<file path="config.mk">
export PLATFORM = sky130hd
export DESIGN_NAME = game_clock_ctrl
export DESIGN_NICKNAME = d
export VERILOG_FILES = /design/src/rtl/game_pkg.sv /design/src/rtl/freeze_timer.sv /design/src/rtl/game_clock_ctrl.sv
export SDC_FILE = /design/constraint.sdc
export NUM_CORES = 1
export LEC_CHECK = 0
export CAP_MARGIN = 20
export CORE_MARGIN = 2
export CORE_UTILIZATION = 25
export CTS_BUF_LIST = sky130_fd_sc_hd__clkbuf_16
export CTS_CLUSTER_SIZE = 20
export DETAILED_ROUTE_END_ITERATION = 12
export GPL_TIMING_DRIVEN = 0
export PLACE_DENSITY = 0.61
export SLEW_MARGIN = 10
export SYNTH_ARGS = -nofsm -noshare
export SYNTH_HDL_FRONTEND = slang
export SYNTH_HIERARCHICAL = 1
export SYNTH_SLANG_ARGS = --single-unit
</file>
<file path="constraint.sdc">
create_clock -name clk -period 6.15 [get_ports clk]
set_input_delay 1.5375 -clock clk [delete_from_list [all_inputs] [get_ports clk]]
set_output_delay 1.5375 -clock clk [all_outputs]
set_load 0.01 [all_outputs]
</file>
<file path="src/rtl/game_pkg.sv">
// Shared types and constants for the match-clock sequencer.
//   clk_state_e   : sequencer states
//   BCD_W         : width of one BCD digit / load-data bus
//   SEC_TENS_WRAP : value reloaded into the sec-tens digit when it borrows
//   FREEZE_W      : width of the post-goal freeze counter
package game_pkg;

  typedef enum logic [2:0] {
    ST_IDLE    = 3'd0,
    ST_LOAD    = 3'd1,
    ST_RUN     = 3'd2,
    ST_PAUSE   = 3'd3,
    ST_FREEZE  = 3'd4,
    ST_EXPIRED = 3'd5
  } clk_state_e;

  localparam int              BCD_W         = 4;
  localparam logic [BCD_W-1:0] SEC_TENS_WRAP = 4'd5;
  localparam int              FREEZE_W      = 4;

endpackage

</file>
<file path="src/rtl/freeze_timer.sv">
// Post-goal freeze timer: loadable down counter stepped by one_sec ticks.
// Ports:
//   clk        in  system clock
//   resetN     in  asynchronous active-low reset (count clears to 0)
//   load_i     in  load load_val_i (has priority over a tick)
//   load_val_i in  FREEZE_W-bit reload value
//   tick_i     in  one-second tick, counts down while non-zero
//   done_o     out tick that takes the count from 1 to 0
module freeze_timer
  import game_pkg::*;
(
  input  logic                clk,
  input  logic                resetN,
  input  logic                load_i,
  input  logic [FREEZE_W-1:0] load_val_i,
  input  logic                tick_i,
  output logic                done_o
);

  logic [FREEZE_W-1:0] cnt_q;
  logic [FREEZE_W-1:0] cnt_d;

  always_comb begin
    cnt_d = cnt_q;
    if (load_i) begin
      cnt_d = load_val_i;
    end else if (tick_i && (cnt_q != '0)) begin
      cnt_d = cnt_q - 1'b1;
    end
  end

  always_ff @(posedge clk or negedge resetN) begin
    if (!resetN) begin
      cnt_q <= '0;
    end else begin
      cnt_q <= cnt_d;
    end
  end

  // Deliberately independent of load_i so the parent's next-state logic has
  // no combinational loop; the parent only looks at done_o when no goal is
  // pending.
  assign done_o = tick_i && (cnt_q == FREEZE_W'(1));

endmodule

</file>
<file path="src/rtl/game_clock_ctrl.sv">
// Match-clock sequencer. Drives three cascaded BCD down-counter digits
// (minutes, sec-tens, sec-units) with per-digit enables and loads, wraps the
// sec-tens digit 0->5, stops at 0:00 and reports time-up.
// Ports:
//   clk, resetN                        clock, asynchronous active-low reset
//   start_game, pause_toggle, goal     1-cycle control pulses
//   one_sec                            1-cycle tick once per second
//   tc_units, tc_tens, tc_mins         digit-is-zero flags from the counters
//   ena_units/tens/mins                decrement enables to the digits
//   loadN_units/tens/mins              active-low loads to the digits
//   din_units/tens/mins                load data to the digits
//   running                            clock is counting (RUN)
//   time_up                            match time expired (EXPIRED)
module game_clock_ctrl
  import game_pkg::*;
#(
  parameter int INIT_MIN    = 3,
  parameter int INIT_TENS   = 0,
  parameter int INIT_UNITS  = 0,
  parameter int FREEZE_SECS = 3
) (
  input  logic             clk,
  input  logic             resetN,
  input  logic             start_game,
  input  logic             pause_toggle,
  input  logic             goal,
  input  logic             one_sec,
  input  logic             tc_units,
  input  logic             tc_tens,
  input  logic             tc_mins,
  output logic             ena_units,
  output logic             ena_tens,
  output logic             ena_mins,
  output logic             loadN_units,
  output logic             loadN_tens,
  output logic             loadN_mins,
  output logic [BCD_W-1:0] din_units,
  output logic [BCD_W-1:0] din_tens,
  output logic [BCD_W-1:0] din_mins,
  output logic             running,
  output logic             time_up
);

  clk_state_e state_q;
  clk_state_e state_d;

  logic expire_cond;
  logic freeze_load;
  logic freeze_tick;
  logic freeze_done;

  // All three digits at zero: the clock reads 0:00.
  assign expire_cond = tc_units && tc_tens && tc_mins;
  assign freeze_tick = one_sec && (state_q == ST_FREEZE);

  freeze_timer u_freeze_timer (
    .clk        (clk),
    .resetN     (resetN),
    .load_i     (freeze_load),
    .load_val_i (FREEZE_W'(FREEZE_SECS)),
    .tick_i     (freeze_tick),
    .done_o     (freeze_done)
  );

  // Next-state logic; start_game overrides everything.
  always_comb begin
    state_d     = state_q;
    freeze_load = 1'b0;
    if (start_game) begin
      state_d = ST_LOAD;
    end else begin
      unique case (state_q)
        ST_IDLE: state_d = ST_IDLE;
        ST_LOAD: state_d = ST_RUN;
        ST_RUN: begin
          if (expire_cond) begin
            state_d = ST_EXPIRED;
          end else if (goal) begin
            state_d     = ST_FREEZE;
            freeze_load = 1'b1;
          end else if (pause_toggle) begin
            state_d = ST_PAUSE;
          end
        end
        ST_PAUSE: begin
          if (goal) begin
            state_d     = ST_FREEZE;
            freeze_load = 1'b1;
          end else if (pause_toggle) begin
            state_d = ST_RUN;
          end
        end
        ST_FREEZE: begin
          // A further goal restarts the freeze; pause_toggle is ignored.
          if (goal) begin
            freeze_load = 1'b1;
          end else if (freeze_done) begin
            state_d = ST_RUN;
          end
        end
        ST_EXPIRED: state_d = ST_EXPIRED;
        default:    state_d = ST_IDLE;
      endcase
    end
  end

  always_ff @(posedge clk or negedge resetN) begin
    if (!resetN) begin
      state_q <= ST_IDLE;
    end else begin
      state_q <= state_d;
    end
  end

  // Digit controls. Any concurrent control pulse suppresses the decrement so
  // that the second in which it arrives is not consumed.
  always_comb begin
    ena_units   = (state_q == ST_RUN) && one_sec && !expire_cond
                  && !goal && !start_game && !pause_toggle;
    ena_tens    = ena_units && tc_units;
    ena_mins    = ena_tens && tc_tens;
    loadN_units = 1'b1;
    loadN_tens  = 1'b1;
    loadN_mins  = 1'b1;
    din_units   = '0;
    din_tens    = '0;
    din_mins    = '0;
    if (state_q == ST_LOAD) begin
      loadN_units = 1'b0;
      loadN_tens  = 1'b0;
      loadN_mins  = 1'b0;
      din_units   = BCD_W'(INIT_UNITS);
      din_tens    = BCD_W'(INIT_TENS);
      din_mins    = BCD_W'(INIT_MIN);
    end else if (ena_tens && tc_tens) begin
      // Tens digit borrows from minutes: reload 5 instead of counting to 9.
      loadN_tens = 1'b0;
      din_tens   = SEC_TENS_WRAP;
    end
    running = (state_q == ST_RUN);
    time_up = (state_q == ST_EXPIRED);
  end

endmodule

</file>
==> flow_metrics.tcl <==
set metrics [dict create \
    yosys_warnings 6 \
    finalNetCount 129 \
    cp_cell_sequence "clkdlybuf4s50_1 > nor3_1 > nand3_1 > nor3_1 > buf_4 > clkdlybuf4s50_1" \
    clock_path_buffers 2 \
    first_iter_violations 2 \
    fp.dieH_microns 56.9 \
    cp.arrival_ns 3.43 \
    clkLatencyLatePin_ns 0.23 \
    layout-drive-gt1-share_pct 19.7 \
    final_max_slew_viol_count 0 \
    rows 19 \
    slowest_delay_ns 0.52 \
    synth_area_sq_um 699 \
    syn_to_final_growth_pct 50.8 \
    die_w_microns 56.9 \
    post-cts-setup-buffers 0 \
    diodes 0 \
    critPathKind "input pin to output port" \
    cp.required_ns 4.61 \
    synth_seq_cells 7 \
    ys_top_cells_by_area "dfrtp_1 (25%), buf_4 (12%), nor3b_1 (4.3%), nand2_1 (3.8%), ha_1 (3.6%)" \
    hold_viol_final 0 \
    cts_sinks 7 \
    core-area_sq_um 2710 \
    ant_nets 0 \
    preCtsSetupSlack_ns 1.14 \
    crit_family "buffers and inverters" \
    peakVddDrop_v 0.000177 \
    tightest_slew_ns 0.823 \
    synth_most_common_cell "buf_4" \
    drt-pass1-iter-count 3 \
    rsz0062_at_grt "no" \
    period_needed_ns 4.97 \
    yosysSeqAreaShare_pct 25.0 \
    hold_ws_ns 0.577 \
    relSlewSlack_pct 45.0 \
    synth_common_cells "buf_4 (11), dfrtp_1 (7), nand2_1 (7), nor3_1 (5)" \
    wl_per_cell_microns 10.1 \
    skew_ns 0.00180 \
    drv_cap 0 \
    setup_tns_ns 0 \
    status "finished, final reports clean" \
    cp-end-kind "output port" \
    synth_top_area_cell "dfrtp_1" \
    hp-start "u_freeze_timer/cnt_q[1]$_DFFE_PN0P_" \
    dieArea_sq_um 3240 \
    root_buffer "clkbuf_16" \
    leakage_nw 0.463 \
    setup_ws_ns 1.18 \
    worstSetupStartpointType "input pin" \
    start_util_pct 25.8 \
    clkTransAtPathRegs_ns 0.03 \
    path_buf_inv 3 \
    netlist.area_leader.share_pct 25.0 \
    rr_startpoint "state_q[0]$_DFFE_PN0P_" \
    totalWireLength_microns 1490 \
    fillCellCount 294 \
    port_buffers 20 \
    grt_util_all_layers_pct 9.89 \
    routed_via_density 4.50 \
    antenna_found_initial 0 \
    power_per_cell_area_nw_per_um2 267 \
    vias 666 \
    grt_max_degree 11 \
    first_global_vias 539 \
    slowest_stage "clkdlybuf4s50_1" \
    grt_pass1_wl_microns 2440 \
    h-tree-depth 1 \
    cts-hold-fix-buffers 0 \
    crit_fanout 6 \
    io_pins 29 \
    fmax_mhz 201 \
    netlist_instances 83 \
    synth_edf_count 0 \
    setup_viol 0 \
    post_cts_resized 0 \
    synth_ff_type "dfrtp_1" \
    finalCritPeriodShare_pct 80.8 \
    cts_tree "yes" \
    cts_made_buffers 3 \
    drc 0 \
    min_path_type "flop to flop" \
    avgSynthCellArea_sq_um 8.43 \
    crit_start "goal" \
    globalplace.congestion 0.785 \
    fin_util_pct 38.9 \
    place_hpwl_microns 1200 \
    synthArstFlopShare_pct 100 \
    netlist-cell-type-count 38 \
    r2r_setup_slack_ns 3.98 \
    overflow 0 \
]
## cell usage in the layout, fill, tap and decap left out, types with 2 or more instances in the layout
cell | netlist | final
nor2_1 | 3 | 3
a21oi_1 | 2 | 2
inv_1 | 4 | 5
dfrtp_1 | 7 | 7
clkdlybuf4s50_1 | 0 | 20
clkbuf_16 | 0 | 3
nand2_1 | 7 | 7
conb_1 | 2 | 12
a31oi_1 | 2 | 2
ha_1 | 2 | 2
and2_1 | 2 | 2
buf_4 | 11 | 11
nor3b_1 | 4 | 4
buf_6 | 2 | 2
nor2b_1 | 3 | 3
nor3_1 | 5 | 5
nand3_1 | 4 | 4
## report_power, final
part	total [mW]	internal [mW]	switching (mW)
clock	0.108	0.0844	0.0233
combinational	0.0930	0.0513	0.0417
sequential	0.0810	0.0610	0.0201
total	0.282	0.197	0.0851
## cell type report
class                           instances  area, sq um  area share [%]
Clock inverter                          1         3.75           0.356
Sequential cell                         7          175            16.6
Tap cell                               31         38.8            3.68
Multi-Input combinational cell         68          438            41.5
Timing Repair Buffer                   20          200            19.0
Buffer                                 13          105            9.96
Clock buffer                            3         75.1            7.12
Inverter                                5         18.8            1.78
## layer usage
layer	GRT usage (%)	vias up	routed length [microns]
met5	0	-	0
met3	3.69	4	145
met4	7.97	0	44
li1	-	342	-
met2	13.8	26	606
met1	11.9	294	693
## logic make-up (layout without fill, tap and decap cells)
group,Yosys count,after routing,share of synthesized area (%)
multiplexers,1,1,1.61
adder cells (fa/ha/maj),2,2,3.58
other,2,12,1.07
buffers and inverters,18,42,17.7
XOR/XNOR,1,1,1.25
AND/OR/NAND/NOR,37,37,34.3
AO/OA/AOI/OAI,15,15,15.4
flip-flops,7,7,25.0
## metrics by stage
stage	area [sq um]	power, mW	instances
floorplan	737	0.140	93
global placement	976	0.171	144
detailed placement	976	0.175	144
CTS	1050	0.284	148
global route	1050	0.300	148
finish	1050	0.282	148
## flip-flops by register name (all words and copies together) (netlist names)
register and flops:
u_freeze_timer/cnt_q 4, state_q 3
## worst paths after layout
path                                                  endpoint  depth (start not counted)
setup / recovery                                   din_tens[2]                          6
hold / removal             u_freeze_timer/cnt_q[1]$_DFFE_PN0P_                          2
setup reg to reg                        state_q[0]$_DFFE_PN0P_                          9
hold reg to reg            u_freeze_timer/cnt_q[1]$_DFFE_PN0P_                          2
max in group asynchronous  u_freeze_timer/cnt_q[1]$_DFFE_PN0P_                          1
min in group asynchronous  u_freeze_timer/cnt_q[2]$_DFFE_PN0P_                          1
## worst register-to-register path, cell delays in order (launching register included)
cell and delay (ns):
dfrtp_1 0.36, buf_6 0.14, nor2_1 0.19, and3_2 0.27, nand2_1 0.06, nor3_1 0.11, nor2b_1 0.17, and4bb_1 0.24
a31oi_1 0.16, mux2_2 0.35
No activity file was read; power rests on OpenSTA's default activity.
==> variant 1, RTL diff (same settings) <==
`BCD_W`: 4 -> 5.
--- a/src/rtl/game_pkg.sv
+++ b/src/rtl/game_pkg.sv
@@ -16,3 +16,3 @@
 
-  localparam int              BCD_W         = 4;
+  localparam int              BCD_W         = 5;
   localparam logic [BCD_W-1:0] SEC_TENS_WRAP = 4'd5;
Interface: changed (resized din_mins, din_tens and din_units); port bits go from 29 to 32. No check against the original RTL was run, so the function may have changed too.
==> variant 1 against the original RTL <==
Design area up 3.2%. Power up 1.3%. Critical path depth unchanged. Synthesized area up 3.2%. Utilization up 0.55 points. Combinational power up 3.5%. Final cell count up 4.1%. Wire length up 7.0%. Clock skew up 1.4 ps. Sequential cell count unchanged. Register-to-register slack worse by 40 ps. Setup slack worse by 72 ps. Global-route usage up 0.11 points. Critical endpoint unchanged. Largest power group unchanged.
==> variant 1: results (changes against the original RTL) <==
status=finished, final reports clean; met2 routed WL=770 um (+27%); drt initial violations=24 (+22); share of post-route cells with drive strength above 1=21.1% (+1.5 points); Placed Area=0.00101 mm2 (+3.5%); Non-Clock Buffer Count=36 (+9.1%); setup slack at placement=1110 ps (-26.9 ps); power density cells=262 mW/mm2 (-1.8%); buffering overhead=30.1% (+1.2 points); DP Wirelength=1300 um (+8.4%); multi-input gate share of the layout cell area=41.3% (-0.25 points); met3 GRT Util=2.01% (-1.7 points); Final Util=39.5% (+0.55 points); Global Route met2 Usage=18.7% (+4.9 points); first-pass GRT wire length=2650 um (+8.8%); post-synthesis sequential area ratio=24.3% (-0.78 points); GRT Total Usage=10.0% (+0.11 points); leakage=0.489 nW (+5.6%); vias in the first global route=659 (+22%); sequential logic power=0.0808 mW (about the same); # fillers=292 (-0.68%); Layout Skew=3.21 ps (+1.41 ps); CP arrival=3500 ps (+70 ps); switching share of power=30.7% (+0.48 points); GR Layer Usage met1=10.5% (-1.4 points); Routed met1 length=638 um (-7.9%); Commonest cells post-synth=14 x buf_4, 7 x dfrtp_1, 7 x nand2_1; multi-input gates=71 (+4.4%)
[variant 1: kinds of logic after synthesis]
family	Yosys count	synth area share, %
AOI/OAI and AO/OA	15	14.9
other	2	1.04
muxes	1	1.56
adders and majority gates	2	3.47
and+or+nand+nor	37	33.3
xor gates and xnor gates	1	1.21
DFF	7	24.3
buffers and inverters	21	20.3
[variant 1: worst paths after layout]
kind / start / to / slack, ps / cells past startpoint
min: u_freeze_timer/cnt_q[1] / u_freeze_timer/cnt_q[1] / 610 / 2
min in group asynchronous: resetN / state_q[0] / 1570 / 1
min reg2reg: u_freeze_timer/cnt_q[1] / u_freeze_timer/cnt_q[1] / 610 / 2
max: goal / din_tens[2] / 1110 / 6
max in group asynchronous: resetN / state_q[1] / 4340 / 1
max reg2reg: state_q[2] / u_freeze_timer/cnt_q[1] / 3940 / 7
[variant 1: critical path: stages]
cell and delay [ps]:
clkdlybuf4s50_1 510, nor3_1 350, nand3_1 180, nor3_1 240, buf_4 150, clkdlybuf4s50_1 520
==> variant 2, RTL diff (config.mk and constraints unchanged) <==
Without the edit above. Encoding of `clk_state_e`: now one-hot (6 bits for 6 states).
--- a/src/rtl/game_pkg.sv
+++ b/src/rtl/game_pkg.sv
@@ -7,9 +7,9 @@
 
-  typedef enum logic [2:0] {
-    ST_IDLE    = 3'd0,
-    ST_LOAD    = 3'd1,
-    ST_RUN     = 3'd2,
-    ST_PAUSE   = 3'd3,
-    ST_FREEZE  = 3'd4,
-    ST_EXPIRED = 3'd5
+  typedef enum logic [5:0] {
+    ST_IDLE    = 6'b000001,
+    ST_LOAD    = 6'b000010,
+    ST_RUN     = 6'b000100,
+    ST_PAUSE   = 6'b001000,
+    ST_FREEZE  = 6'b010000,
+    ST_EXPIRED = 6'b100000
   } clk_state_e;
Check against the original RTL: same outputs for any inputs over 10 cycles, from zero or initial values and one cycle with resetN low; not proved beyond that.
==> variant 2 against the original RTL <==
Synthesized cell count rose by 29%. First-iteration DRC count grew to 14 times the old value. Design area up 21%. Sequential power increased by 12%. Power shrank 3.5%. Synthesized area rose by 30%. Setup slack worse by 180 ps. Count of clock-buffer cells in the layout is the same. Clock power increased by 5%. Utilization fell by 1.6 points. Wire length up 38%. Highest routed layer unchanged. Sequential share of layout area is 3.1 points higher. Sequential cell count up 3. Largest power group unchanged.
==> variant 2: results (changes against the original RTL) <==
status=finished, final reports clean; CP arrival=3610 ps (+180 ps); Hold WS=609 ps (+31.9 ps); dominant cells by area after synthesis=dfrtp_1 25%, buf_4 9.1%, nor3b_1 3.3%; first-pass GRT wire length=3380 um (+39%); drt first pass iters=4 (+1); Placed Area=0.00120 mm2 (+23%); Comb power=0.0679 mW (-27%); Layout Skew=1.27 ps (-0.529 ps); share of post-route cells with drive strength above 1=20.7% (+1.1 points); post-synthesis sequential area ratio=27.6% (+2.5 points); CP max-delay cell=or4b_1; leakage=0.554 nW (+20%); Avg Inst Size Synth=8.52 um2 (+1.2%); post-route insts no fill=186 (+26%); flop2flop setup slack=3330 ps (-650 ps); vias in the first global route=783 (+45%); synth unique cells=49 (+29%); reg2reg path depth=5 (-4); GRT Total Usage=10.4% (+0.47 points); Clock Power=0.113 mW (+5%); Commonest cells post-synth=11 x buf_4, 9 x dfrtp_1, 7 x inv_1, 7 x nor2_1, 5 x nor3_1; switching share of power=27.3% (-2.9 points); peak supply drop=0.139 mV (-21%); Placed Instances=182 (+26%); GP Congestion=0.861 (+9.7%); Final nets=152 (+18%); # port buffers=19 (-5.0%); routed wire length=2060 um (+38%); CP peak stage delay=590 ps (+70 ps)
-- variant 2: kinds of logic after synthesis --
family | share of synthesized area, %
AND/OR/NAND/NOR | 33.7
buffers and inverters | 17.3
AO/OA/AOI/OAI | 16.9
flip-flops | 27.6
adder cells (fa/ha/maj) | 2.74
other | 0.823
XOR/XNOR | 0.960
-- variant 2: cell type report --
type                    instances  area, um2  area share [%]
multi-input cells              83        541            42.4
flip-flops and latches         10        251            19.7
plain buffers                  16        128            10.0
well taps                      46       57.6            4.51
clock buffers                   3       75.1            5.88
inverters                       8       30.0            2.35
clock inverters                 1       3.75           0.294
repair buffers                 19        190            14.9
-- variant 2: worst max-delay path, delay by kind of cell --
kind                   cells  cell delay (ps)
buffers and inverters      3             1130
and+or+nand+nor            3              950
-- variant 2: per-layer routing --
metal | vias to the layer above | wire, um | track usage [%]
met5 | - | 0 | 0
met4 | 0 | 24 | 5.32
met3 | 2 | 144 | 2.11
met2 | 40 | 931 | 17.4
met1 | 399 | 961 | 12.4
li1 | 435 | - | -
